**config.mk**
```make
export PLATFORM = sky130hd
export DESIGN_NAME = sched_commit_tracker
export DESIGN_NICKNAME = d
export VERILOG_FILES = /design/src/rtl/sched_commit_tracker_pkg.sv /design/src/rtl/sched_pending_counter.sv /design/src/rtl/sched_commit_tracker.sv
export SDC_FILE = /design/constraint.sdc
export NUM_CORES = 1
export LEC_CHECK = 0
export CORE_MARGIN = 8
export CORE_UTILIZATION = 48
export DETAILED_ROUTE_END_ITERATION = 7
export GPL_TIMING_DRIVEN = 0
export PLACE_DENSITY = 0.9
export SYNTH_ARGS = -nofsm -noshare
export SYNTH_HDL_FRONTEND = slang
export SYNTH_SLANG_ARGS = --single-unit
```
**constraint.sdc**
```tcl
create_clock -name clk -period 4.21 [get_ports clk]
set_input_delay 1.0525 -clock clk [delete_from_list [all_inputs] [get_ports clk]]
set_output_delay 1.0525 -clock clk [all_outputs]
set_load 0.01 [all_outputs]
```
**src/rtl/sched_commit_tracker_pkg.sv**
```systemverilog
// Shared scheduler types: warp lifecycle state, counter default width and slot-match helper.
package sched_commit_tracker_pkg;

   typedef enum logic [1:0] {
      IDLE     = 2'd0,
      ACTIVE   = 2'd1,
      DRAINING = 2'd2
   } warp_state_e;

   localparam int PENDING_W_DEF = 4;

   // Upper bounds for the slot-match helper; callers zero-fill unused slots.
   localparam int MAX_SLOTS = 16;
   localparam int MAX_WID_W = 8;

   function automatic int log2up(input int n);
      int r;
      r = 1;
      while ((1 << r) < n) r++;
      return r;
   endfunction

   // Number of slots whose valid bit is set and whose warp id equals wid.
   function automatic int unsigned slot_match_cnt(
      input logic [MAX_SLOTS-1:0]                vld,
      input logic [MAX_SLOTS-1:0][MAX_WID_W-1:0] wids,
      input logic [MAX_WID_W-1:0]                wid
   );
      int unsigned n;
      n = 0;
      for (int i = 0; i < MAX_SLOTS; i++)
         if (vld[i] && (wids[i] == wid)) n++;
      return n;
   endfunction

endpackage

```
**src/rtl/sched_pending_counter.sv**
```systemverilog
// Per-warp in-flight counter: +inc -dec each cycle, clamped at zero with an underflow pulse.
module sched_pending_counter
   import sched_commit_tracker_pkg::*;
#(
   parameter int PENDING_W = PENDING_W_DEF,
   parameter int DEC_W     = 3
) (
   input  logic                 clk,
   input  logic                 reset,
   input  logic                 inc,
   input  logic [DEC_W-1:0]     dec,
   output logic [PENDING_W-1:0] count,
   output logic [PENDING_W-1:0] count_nxt,
   output logic                 underflow
);

   localparam int SW = PENDING_W + 2;

   logic [SW-1:0] sum;

   // Two guard bits: one for inc at max (never taken, issue is gated), one for sign.
   assign sum       = SW'(count) + SW'(inc) - SW'(dec);
   assign underflow = sum[SW-1];
   assign count_nxt = underflow ? '0 : sum[PENDING_W-1:0];

   always_ff @(posedge clk) begin
      if (reset) count <= '0;
      else       count <= count_nxt;
   end

endmodule

```
**src/rtl/sched_commit_tracker.sv**
```systemverilog
// Warp in-flight tracker and IDLE/ACTIVE/DRAINING sequencer fed by commit slots.
// Optional perf counters under SCHED_COMMIT_TRACKER_PERF_EN (ports tied to 0 otherwise).
module sched_commit_tracker
   import sched_commit_tracker_pkg::*;
#(
   parameter int WARP_CNT       = 4,
   parameter int ISSUE_CNT      = 4,
   parameter int WARP_CNT_WIDTH = log2up(WARP_CNT),
   parameter int PENDING_W      = PENDING_W_DEF,
   parameter int PERF_CTR_BITS  = 16
) (
   input  logic                                clk,
   input  logic                                reset,
   input  logic                                issue_valid,
   input  logic [WARP_CNT_WIDTH-1:0]           issue_wid,
   output logic                                issue_ready,
   input  logic [ISSUE_CNT-1:0]                committed,
   input  logic [ISSUE_CNT*WARP_CNT_WIDTH-1:0] committed_wid,
   input  logic [ISSUE_CNT-1:0]                halt,
   input  logic                                spawn_valid,
   input  logic [WARP_CNT-1:0]                 spawn_mask,
   output logic [WARP_CNT-1:0]                 active_warps,
   output logic [WARP_CNT-1:0]                 pending_zero,
   output logic                                busy,
   output logic                                underflow_err,
   output logic [PERF_CTR_BITS-1:0]            perf_issue_stalls,
   output logic [PERF_CTR_BITS-1:0]            perf_drain_cycles
);

   localparam int                   DEC_W   = log2up(ISSUE_CNT + 1);
   localparam logic [PENDING_W-1:0] CNT_MAX = '1;

   logic [MAX_SLOTS-1:0]                slot_vld, slot_halt;
   logic [MAX_SLOTS-1:0][MAX_WID_W-1:0] slot_wid;

   warp_state_e                         state_q [WARP_CNT];
   logic [WARP_CNT-1:0][PENDING_W-1:0]  count, count_nxt;
   logic [WARP_CNT-1:0][DEC_W-1:0]      dec;
   logic [WARP_CNT-1:0]                 inc, uf, halt_hit, draining;

   // Spread the flat commit bus into fixed-size slot lanes for the match helper.
   always_comb begin
      slot_vld  = '0;
      slot_halt = '0;
      slot_wid  = '0;
      for (int i = 0; i < ISSUE_CNT; i++) begin
         slot_vld[i]  = committed[i];
         slot_halt[i] = committed[i] & halt[i];
         slot_wid[i]  = MAX_WID_W'(committed_wid[i*WARP_CNT_WIDTH +: WARP_CNT_WIDTH]);
      end
   end

   always_comb begin
      issue_ready = 1'b0;
      for (int w = 0; w < WARP_CNT; w++)
         if (issue_wid == WARP_CNT_WIDTH'(w))
            issue_ready = active_warps[w] && (count[w] != CNT_MAX);
   end

   always_comb begin
      inc = '0;
      for (int w = 0; w < WARP_CNT; w++)
         inc[w] = issue_valid && issue_ready && (issue_wid == WARP_CNT_WIDTH'(w));
   end

   for (genvar w = 0; w < WARP_CNT; w++) begin : g_warp
      assign dec[w]      = DEC_W'(slot_match_cnt(slot_vld, slot_wid, MAX_WID_W'(w)));
      assign halt_hit[w] = slot_match_cnt(slot_halt, slot_wid, MAX_WID_W'(w)) != 0;

      sched_pending_counter #(
         .PENDING_W (PENDING_W),
         .DEC_W     (DEC_W)
      ) u_cnt (
         .clk       (clk),
         .reset     (reset),
         .inc       (inc[w]),
         .dec       (dec[w]),
         .count     (count[w]),
         .count_nxt (count_nxt[w]),
         .underflow (uf[w])
      );
   end

   // Spawn is only honoured from IDLE, so a warp finishing its drain this cycle stays IDLE.
   always_ff @(posedge clk) begin
      if (reset) begin
         for (int w = 0; w < WARP_CNT; w++)
            state_q[w] <= (w == 0) ? ACTIVE : IDLE;
      end else begin
         for (int w = 0; w < WARP_CNT; w++) begin
            case (state_q[w])
               IDLE:
                  if (spawn_valid && spawn_mask[w]) state_q[w] <= ACTIVE;
               ACTIVE:
                  if (halt_hit[w]) state_q[w] <= (count_nxt[w] == '0) ? IDLE : DRAINING;
               DRAINING:
                  if (count_nxt[w] == '0) state_q[w] <= IDLE;
               default:
                  state_q[w] <= IDLE;
            endcase
         end
      end
   end

   always_comb begin
      active_warps = '0;
      pending_zero = '0;
      draining     = '0;
      busy         = 1'b0;
      for (int w = 0; w < WARP_CNT; w++) begin
         active_warps[w] = (state_q[w] == ACTIVE);
         draining[w]     = (state_q[w] == DRAINING);
         pending_zero[w] = (count[w] == '0);
         busy            = busy | (state_q[w] != IDLE);
      end
   end

   always_ff @(posedge clk) begin
      if (reset)    underflow_err <= 1'b0;
      else if (|uf) underflow_err <= 1'b1;
   end

`ifdef SCHED_COMMIT_TRACKER_PERF_EN
   always_ff @(posedge clk) begin
      if (reset) begin
         perf_issue_stalls <= '0;
         perf_drain_cycles <= '0;
      end else begin
         if (issue_valid && !issue_ready) perf_issue_stalls <= perf_issue_stalls + 1'b1;
         if (|draining)                   perf_drain_cycles <= perf_drain_cycles + 1'b1;
      end
   end
`else
   assign perf_issue_stalls = '0;
   assign perf_drain_cycles = '0;
`endif

endmodule

```
Yosys cells after proc, flatten, opt, wreduce, memory -nomap -nowiden:

Memories as Yosys holds them, arrays and structs flattened.
Cells that the tools add are included.
W data, S select, Z words.

* bits in registers: 17
* memories: 1
* logic and storage cells: 285
* bits in writable memories: 8
* output and inout bits: 43

Memory list
* state_q: depth 4, width 2, rd ports 4, clocked after Yosys merged registers in 0, write ports 4, RTL line sched_commit_tracker.sv:36 `warp_state_e state_q [WARP_CNT];`

* equal/unequal tests: 27
* mux-type cells: 122
* reduce and logical (&&, ||, !) cells: 75
* bitwise logic cells: 23
* add/subtract/negate cells: 32

Operators by type and width (number)
* $mux W32: 11
* $add A32 B1 Y32 const B: 10
* $reduce_bool A32 Y1: 4
* $mux W1: 74
* $logic_and A1 B1 Y1: 45
* $mux W2: 21
* $mux W3: 12
* $logic_not A4 Y1: 8
* $logic_not A8 Y1: 4
* $eq A2 B2 Y1 const B: 14
* $add A3 B1 Y3 const B: 8
* $sub A6 B3 Y6: 4
* $add A4 B1 Y5: 4
* $or A1 B1 Y1: 19
* $eq A2 B1 Y1 const B: 9
* $mux W4: 4
* $ne A4 B4 Y1 const B: 4
* $add A1 B1 Y2 const B: 6
* $reduce_or A3 Y1: 4
* $logic_not A2 Y1: 5
* $reduce_bool A2 Y1: 4
* $and A1 B1 Y1: 4
* $reduce_or A4 Y1: 1

Logic depth before layout (Yosys ltp):

Gate-level depths: netlist of the first run.
An unclocked memory read counts as a cell.

* depth in word-level cells: 19
* depth in mapped cells: 15
* gate-level depth less buffers: 15

By module:

Synthesis of the first run repeated with hierarchy kept, for this count alone.

* cell total of the unflattened synthesis: 408
* area, all modules: 3470.8 um^2

Modules (own cells, without submodules)
* sched_commit_tracker: cells each 260, instances 1, area each 2014.4 um^2
* sched_pending_counter: cells each 37, instances 4, area each 364.1 um^2

Least setup slack after synthesis of the first run:

Ideal clock, no wire load.

* path type: input-to-reg
* from: in committed_wid[3]
* to: mem state_q[0][2] in the netlist's numbering (enable)
* path slack: 0.135 ns
* data arrival time: 3.817 ns
* stages: 12
* library setup time: 0.258 ns
* buffers on the path: 0
* cells stage by stage: and3b_1 -> inv_1 -> ha_1 -> xnor2_1 -> ha_1 -> mux2_2 -> fa_1 -> xor2_1 -> and3_1 -> o211ai_1 -> nand3b_1 -> a2111o_1

RTL lines
* start, declared: RTL line sched_commit_tracker.sv:18 `input logic [ISSUE_CNT*WARP_CNT_WIDTH-1:0] committed_wid,`
* end, declared: RTL line sched_commit_tracker.sv:36

==> metrics.md, run 1 <==
| Metric | Value |
|---|---|
| Crit share post-route | just under 100% |
| Synth area leader | ha_1 |
| DP Cell Count | around 560 |
| Drt wl/cell | ~14 um |
| Clock sink total | 25 |
| Cell area after layout | between 0.004 and 0.005 mm^2 |
| Pwr/cell area | between 400 and 500 mW/mm^2 |
| Hold Crit Class | register to register |
| Leak | between 1.5 and 2 nW |
| Core ar. | 0.00672 mm^2 |
| Clock slew at reported path FFs | roughly 90 ps |
| First-pass GRT wire length | approximately 13 mm |
| Antenna Cells | 0 |
| Crit path time final | 4100 ps |
| Initial antenna violation count | 0 |
| Final Non-Filler Cells | 573 |
| Die footprint | between 0.009 and 0.01 mm^2 |
| EDFF count, synth | 8 |
| Critical path arrival | around 4100 ps |
| Count of standard-cell rows | 30 |
| Largest stage delay on the critical path | between 400 and 500 ps |
| Unique masters post-synth | 56 |
| Final hold violation count | 0 |
| Starting Density | 49.1% |
| CTS tree | done |
| H-tree Lvls | 1 |
| Worst slew pin tran | 528 ps |
| Gate Count Post-Synth | 418 |
| Worst vdd ir | 0.165 mV |
| Vias per inst | between 5 and 6 |
| Die Ht | a little under 100 um |
| Req. time, crit path | 4240 ps |
| Max Buffers Root-to-Sink | 2 |
| Total GRT Usage | between 10% and 20% |
| Die boundary width | approximately 99 um |
| Synth Warn # | 0 |
| Top cell type's share of synthesized area | roughly 17% |
| Vias in the first global route | 3104 |
| Total CTS buffers | 3 |
| Slew headroom | between 60% and 70% |
| Largest net degree at the start of global routing | 14 |
| Dpl cell area | ~0.0038 mm^2 |
| Yosys reg bits | 25 |
| Skew final | approximately 3.5 ps |
| Ys flop type | dfxtp_1 |
| Syn Area/Cell | slightly below 8 um^2 |
| Antenna viol nets, final | 0 |
| Placer Congestion | around 0.9 |
| I/O Pins | slightly below 70 |
| Worst-path fanout max | 4 |
| Multi-input gate area | between 0.002 and 0.003 mm^2 |
| Area contributors post-synth | ha_1 17%, dfxtp_1 10%, buf_4 7.5% |
| Max Clk Rate | approximately 0.24 GHz |
| IO buf count | 32 |
| Final core occ | between 60% and 70% |
| Share of cells above drive strength 1 | between 10% and 20% |
| Final WS setup | between 100 and 150 ps |
| Final #Nets | ~570 |
| Critical-path cell list | dlygate4sd2_1 > nand2_1 > nor2_2 > inv_1 > ha_4 > xnor2_2 > ha_1 > mux2_2 > fa_2 > xor2_1 > and3_1 > o211ai_1 > nand3b_1 > a2111o_1 |
| Drt pass-1 iters | 4 |
| Setup crit start kind | input pin |
| Dpl hpwl | ~6.3 mm |
| WHS | 556 ps |
| CP Capture Type | register |
| CP max stage cell | a2111o_1 |
| Crit path kind | input pin to register |
| Post-place setup slack | -755 ps |
| Total grt overflow | 0 |
| Via count | 3022 |
| Synth top cells by count | 44 x ha_1, 44 x nor2_1, 38 x inv_1 |
| Status | completed |
| DRC | 0 |
| Initial drt markers | approximately 150 |
| Syn Std Cell Area | 0.00330 mm^2 |
| Storage element area | approximately 580 um^2 |
| Final Slew Violations | 0 |
| Final WL | 7.84 mm |
| Clk_lat worst skew | between 200 and 300 ps |
| # hold bufs at CTS | 0 |
| Fillers | just under 600 |
| P&R area growth vs syn | 23.5% |
| Synth async-reset ratio | 0% |
| Clk root buf | clkbuf_8 |
| Seq/Total Area, Yosys | roughly 18% |
| Final number of setup-violating endpoints | 0 |
| Max-cap violations | 0 |
[state kept, by name, summed over array words and instances, names as in the netlist]
name	cells
g_warp.u_cnt.count	16
underflow_err	1
state_q	8
[metrics by stage]
stage | total power [mW] | TNS [ps]
finish | 1.68 | 0
CTS | 1.58 | 0
global placement | 1.34 | -4750
detailed placement | 1.39 | -6610
global route | 1.84 | -17.2
floorplan | 1.08 | 0
[worst paths after layout]
| kind | startpoint | to | slack [ps] | cells after the start |
|---|---|---|---|---|
| max | committed[0] | state_q[0][3]$_SDFFCE_PP0P_ | 110 | 14 |
| min reg2reg | underflow_err$_SDFFE_PP0P_ | underflow_err$_SDFFE_PP0P_ | 560 | 2 |
| max reg2reg | state_q[0][1]$_SDFFCE_PP0P_ | state_q[0][0]$_SDFFCE_PN1P_ | 650 | 13 |
| min | underflow_err$_SDFFE_PP0P_ | underflow_err$_SDFFE_PP0P_ | 560 | 2 |
[layout by cell type (no fill, tap or decap), types with 3 or more instances in the layout]
cell	instances
ha_1	43
nor2_1	41
buf_4	41
inv_1	38
conb_1	32
nand2_1	30
clkdlybuf4s50_1	24
a21oi_1	17
dfxtp_1	17
nand3_1	14
o21ai_0	14
and3_1	12
xnor2_1	11
xor2_1	10
nand3b_1	8
nand4_1	8
edfxtp_1	8
or2_2	7
clkbuf_1	7
nor2b_1	6
and2_1	5
o21a_1	5
buf_2	4
mux2_2	4
a41oi_1	4
and4b_1	4
nor3_1	4
nor4_1	4
dlygate4sd2_1	4
nor2_2	3
nand2b_1	3
o211ai_1	3
nor3b_1	3
or3_1	3
clkbuf_8	3
[metal layers]
layer / vias to the layer above / part of all wire, % / GRT usage (%)
li1: 1536 / - / -
met1: 1384 / 43 / 18.2
met2: 89 / 49 / 27.8
met3: 13 / 6.4 / 3.10
met4: 0 / 2.0 / 7.08
met5: - / 0 / 0
[critical path, delay by kind of cell]
family,cells,cell delay [ps]
adders and majority gates,3,930
AOI/OAI and AO/OA,2,670
and+or+nand+nor,4,520
buffers and inverters,2,340
xor gates and xnor gates,2,310
muxes,1,290
[where the power goes]
group	internal [mW]	switching, mW	total [mW]
clock network	0.0679	0.0781	0.146
registers	0.328	0.0731	0.401
logic	0.549	0.583	1.13
total	0.944	0.735	1.68
[logic make-up (layout without fill, tap and decap cells)]
family,after synthesis,after routing,synth area share [%]
XOR/XNOR,25,25,6.64
AND/OR/NAND/NOR,170,170,28.5
flip-flops,25,25,17.6
multiplexers,8,8,2.96
AO/OA/AOI/OAI,59,59,11.6
other,1,32,0.114
buffers and inverters,82,126,13.5
adder cells (fa/ha/maj),48,48,19.1
[repair_timing]
action / 4_1_cts / 5_1_grt
gates resized for setup: 21 / 23
setup endpoints to repair: 10 / 9
pin swaps: 7 / 9
buffers inserted: 3 / 5
hold endpoints to repair: 0 / 0
gates cloned: 0 / 0
[cell type report]
type / count / area share (%)
flip-flops and latches: 25 / 14.3
clock buffers: 4 / 1.11
well taps: 80 / 2.46
plain buffers: 44 / 7.41
repair buffers: 40 / 9.04
multi-input cells: 342 / 62.2
inverters: 38 / 3.50
Note: power is estimated with default switching activity, not from simulation.
==> run 2: changes to the inputs <==
--- a/config.mk
+++ b/config.mk
@@ -5,7 +5,7 @@
 export SDC_FILE = /design/constraint.sdc
 export NUM_CORES = 1
 export LEC_CHECK = 0
-export CORE_MARGIN = 8
+export CAP_MARGIN = 20
 export CORE_UTILIZATION = 48
 export DETAILED_ROUTE_END_ITERATION = 7
 export GPL_TIMING_DRIVEN = 0
==> metrics.md, run 2 (synthesis results as in run 1) <==
| Metric | Value |
|---|---|
| Largest net degree at the start of global routing | 15 (was 14) |
| P&R area growth vs syn | 22.2% (was 23.5%) |
| Req. time, crit path | 4250 ps (was 4240 ps) |
| Met3 Use GR | 2.92% (was 3.10%) |
| Clock slew at reported path FFs | 90 ps (about the same) |
| Most frequent cells in the layout | 42 x ha_1, 40 x nor2_1, 38 x inv_1, 38 x buf_4, 32 x conb_1 (was 43 x ha_1, 41 x nor2_1, 41 x buf_4) |
| Setup crit start kind | input pin (unchanged) |
| Biggest register | g_warp.u_cnt.count (unchanged) |
| Hold EP | g_warp[2].u_cnt.count[3]$_SDFF_PP0_ (was underflow_err$_SDFFE_PP0P_) |
| Die footprint | 0.00720 mm^2 (was 0.00978 mm^2) |
| Max Clk Rate | 0.243 GHz (was 0.244 GHz) |
| Starting Density | 50.8% (was 49.1%) |
| Crit share post-route | 97.7% (was 97.5%) |
| Clk_lat worst skew | 290 ps (was 270 ps) |
| Failing checks | design-rule violations |
| Reg2reg start | state_q[0][1]$_SDFFCE_PP0P_ (unchanged) |
| Drt wl/cell | 13.1 um (was 13.7 um) |
| Crit path kind | input pin to register (unchanged) |
| Leak | 1.96 nW (was 1.97 nW) |
| Initial drt markers | 166 (was 151) |
| Count of standard-cell rows | 29 (was 30) |
| R2R setup slack | 480 ps (was 650 ps) |
| Status | finished with violations (was completed) |
| Via count | 3023 (was 3022) |
| Clock sink total | 25 (unchanged) |
| Antenna Cells | 0 (unchanged) |
| Pwr/cell area | 402 mW/mm^2 (was 413 mW/mm^2) |
| Final number of setup-violating endpoints | 0 (unchanged) |
| Skew final | 5.90 ps (was 3.51 ps) |
| Crit path time final | 4110 ps (was 4100 ps) |
| Post-place setup slack | -754 ps (was -755 ps) |
| Top Registers | g_warp.u_cnt.count x16, state_q x8, underflow_err x1 (unchanged) |
| Number of flip-flops in the largest register | 16 (unchanged) |
| Worst vdd ir | 0.176 mV (was 0.165 mV) |
| Register-to-Register Path Depth | 13 (unchanged) |
| Total grt overflow | 0 (unchanged) |
| Setup Total Neg Slack | 0 ps (unchanged) |
| Antenna viol nets, final | 0 (unchanged) |
| Worst-path fanout max | 4 (unchanged) |
| CP Capture Type | register (unchanged) |
| Core ar. | 0.00649 mm^2 (was 0.00672 mm^2) |
| Max-cap violations | 0 (unchanged) |
| Critical path arrival | 4150 ps (was 4130 ps) |
| Hold_sp | g_warp[2].u_cnt.count[3]$_SDFF_PP0_ (was underflow_err$_SDFFE_PP0P_) |
| First-pass GRT wire length | 12.3 mm (was 13.2 mm) |
| Vias in the first global route | 2833 (was 3104) |
| Dpl hpwl | 5.87 mm (was 6.29 mm) |
| # hold bufs at CTS | 0 (unchanged) |
| Clk root buf | clkbuf_8 (unchanged) |
| DRC | 6 (was 0) |
| Hold Crit Class | register to register (unchanged) |
| H-tree Lvls | 1 (unchanged) |
| FF-to-FF End | state_q[0][1]$_SDFFCE_PP0P_ (was state_q[0][0]$_SDFFCE_PN1P_) |
| CTS tree | done (unchanged) |
| Vias per inst | 5.33 (was 5.27) |
| Initial antenna violation count | 0 (unchanged) |
| Drt pass-1 iters | 8 (was 4) |
| Final Slew Violations | 0 (unchanged) |
| Die Ht | 84.9 um (was 98.9 um) |
| IO buf count | 32 (unchanged) |
| Share of cells above drive strength 1 | 17.3% (was 18.7%) |
| Met1 Usage GRT | 25.5% (was 18.2%) |
| Die boundary width | 84.9 um (was 98.9 um) |
| Final Non-Filler Cells | 567 (was 573) |
| Total GRT Usage | 20.9% (was 15.9%) |
| Most common cell after layout, fill and taps aside | ha_1 (unchanged) |
| Hold Crit Depth | 2 (unchanged) |
| I/O Pins | 69 (unchanged) |
| Final WS setup | 95.1 ps (was 106 ps) |
| Placer Congestion | 0.863 (was 0.880) |
| DP Cell Count | 558 (was 561) |
| Final core occ | 62.0% (was 60.6%) |
| Max Buffers Root-to-Sink | 2 (unchanged) |
| Final WL | 7.41 mm (was 7.84 mm) |
| Met2 usage | 37.0% (was 27.8%) |
| Final #Nets | 565 (was 568) |
| Busiest grt layer | met2 (unchanged) |
| Final hold violation count | 0 (unchanged) |
| Total CTS buffers | 3 (unchanged) |
==> run 2: changes by cell type in the layout (fill, tap and decap cells not counted), sizes merged <==
cell / change
dlygate4sd2: -1
clkbuf: -2
buf: -3
clkinv: +1
clkdlybuf4s15: +2
==> run 2: where the power goes <==
group	switching [mW]	internal (mW)
clock network	0.0845	0.0667
logic	0.561	0.506
registers	0.0728	0.328
==> run 2: worst max path at each step <==
stage                     start                          end  slack (ps)
3_3_place_gp       committed[0]  state_q[0][0]$_SDFFCE_PN1P_        -680
4_1_cts        committed_wid[5]  state_q[0][2]$_SDFFCE_PP0P_          70
3_5_place_dp       committed[0]  state_q[0][1]$_SDFFCE_PP0P_        -750
5_1_grt        committed_wid[2]  state_q[0][2]$_SDFFCE_PP0P_         -30
6_report       committed_wid[2]  state_q[0][2]$_SDFFCE_PP0P_         100
2_1_floorplan  committed_wid[3]  state_q[0][2]$_SDFFCE_PP0P_         130
==> run 2: per-stage QoR <==
stage | instance area, um^2 | power [mW] | hold slack [ps]
floorplan | 3410 | 1.08 | 513
global placement | 3830 | 1.34 | 538
detailed placement | 3830 | 1.39 | 552
CTS | 4010 | 1.59 | 560
global route | 4030 | 1.76 | 609
finish | 4030 | 1.62 | 560
==> run 2: worst max-delay path: stages <==
cell             delay [ps]
clkdlybuf4s15_1         250
and3b_2                 260
buf_4                   140
ha_1                    190
nand2_1                 100
o21ai_2                  90
ha_1                    290
mux2_2                  290
fa_2                    360
xor2_1                  160
and3_1                  210
o211ai_1                210
nand3b_1                100
a2111o_1                450
==> run 2: cell type report <==
type / instances / area [um^2]
multi-input cells: 342 / 2510
clock inverters: 1 / 5.00
inverters: 38 / 143
flip-flops and latches: 25 / 581
repair buffers: 37 / 352
fillers: 565 / 2470
plain buffers: 44 / 302
well taps: 77 / 96.3
clock buffers: 3 / 41.3
==> run 2: metal layers <==
layer	vias up	share of wire, %
li1	1531	-
met1	1367	43
met2	108	48
met3	17	7.0
met4	0	2.3
met5	-	0
==> run 2: repair_timing <==
action | 4_1_cts | 5_1_grt
hold endpoints to repair | 0 | 0
pin swaps | 8 | 3
endpoints found under the setup margin | 10 | 10
setup buffers | 5 | 0
gates resized for setup | 26 | 13
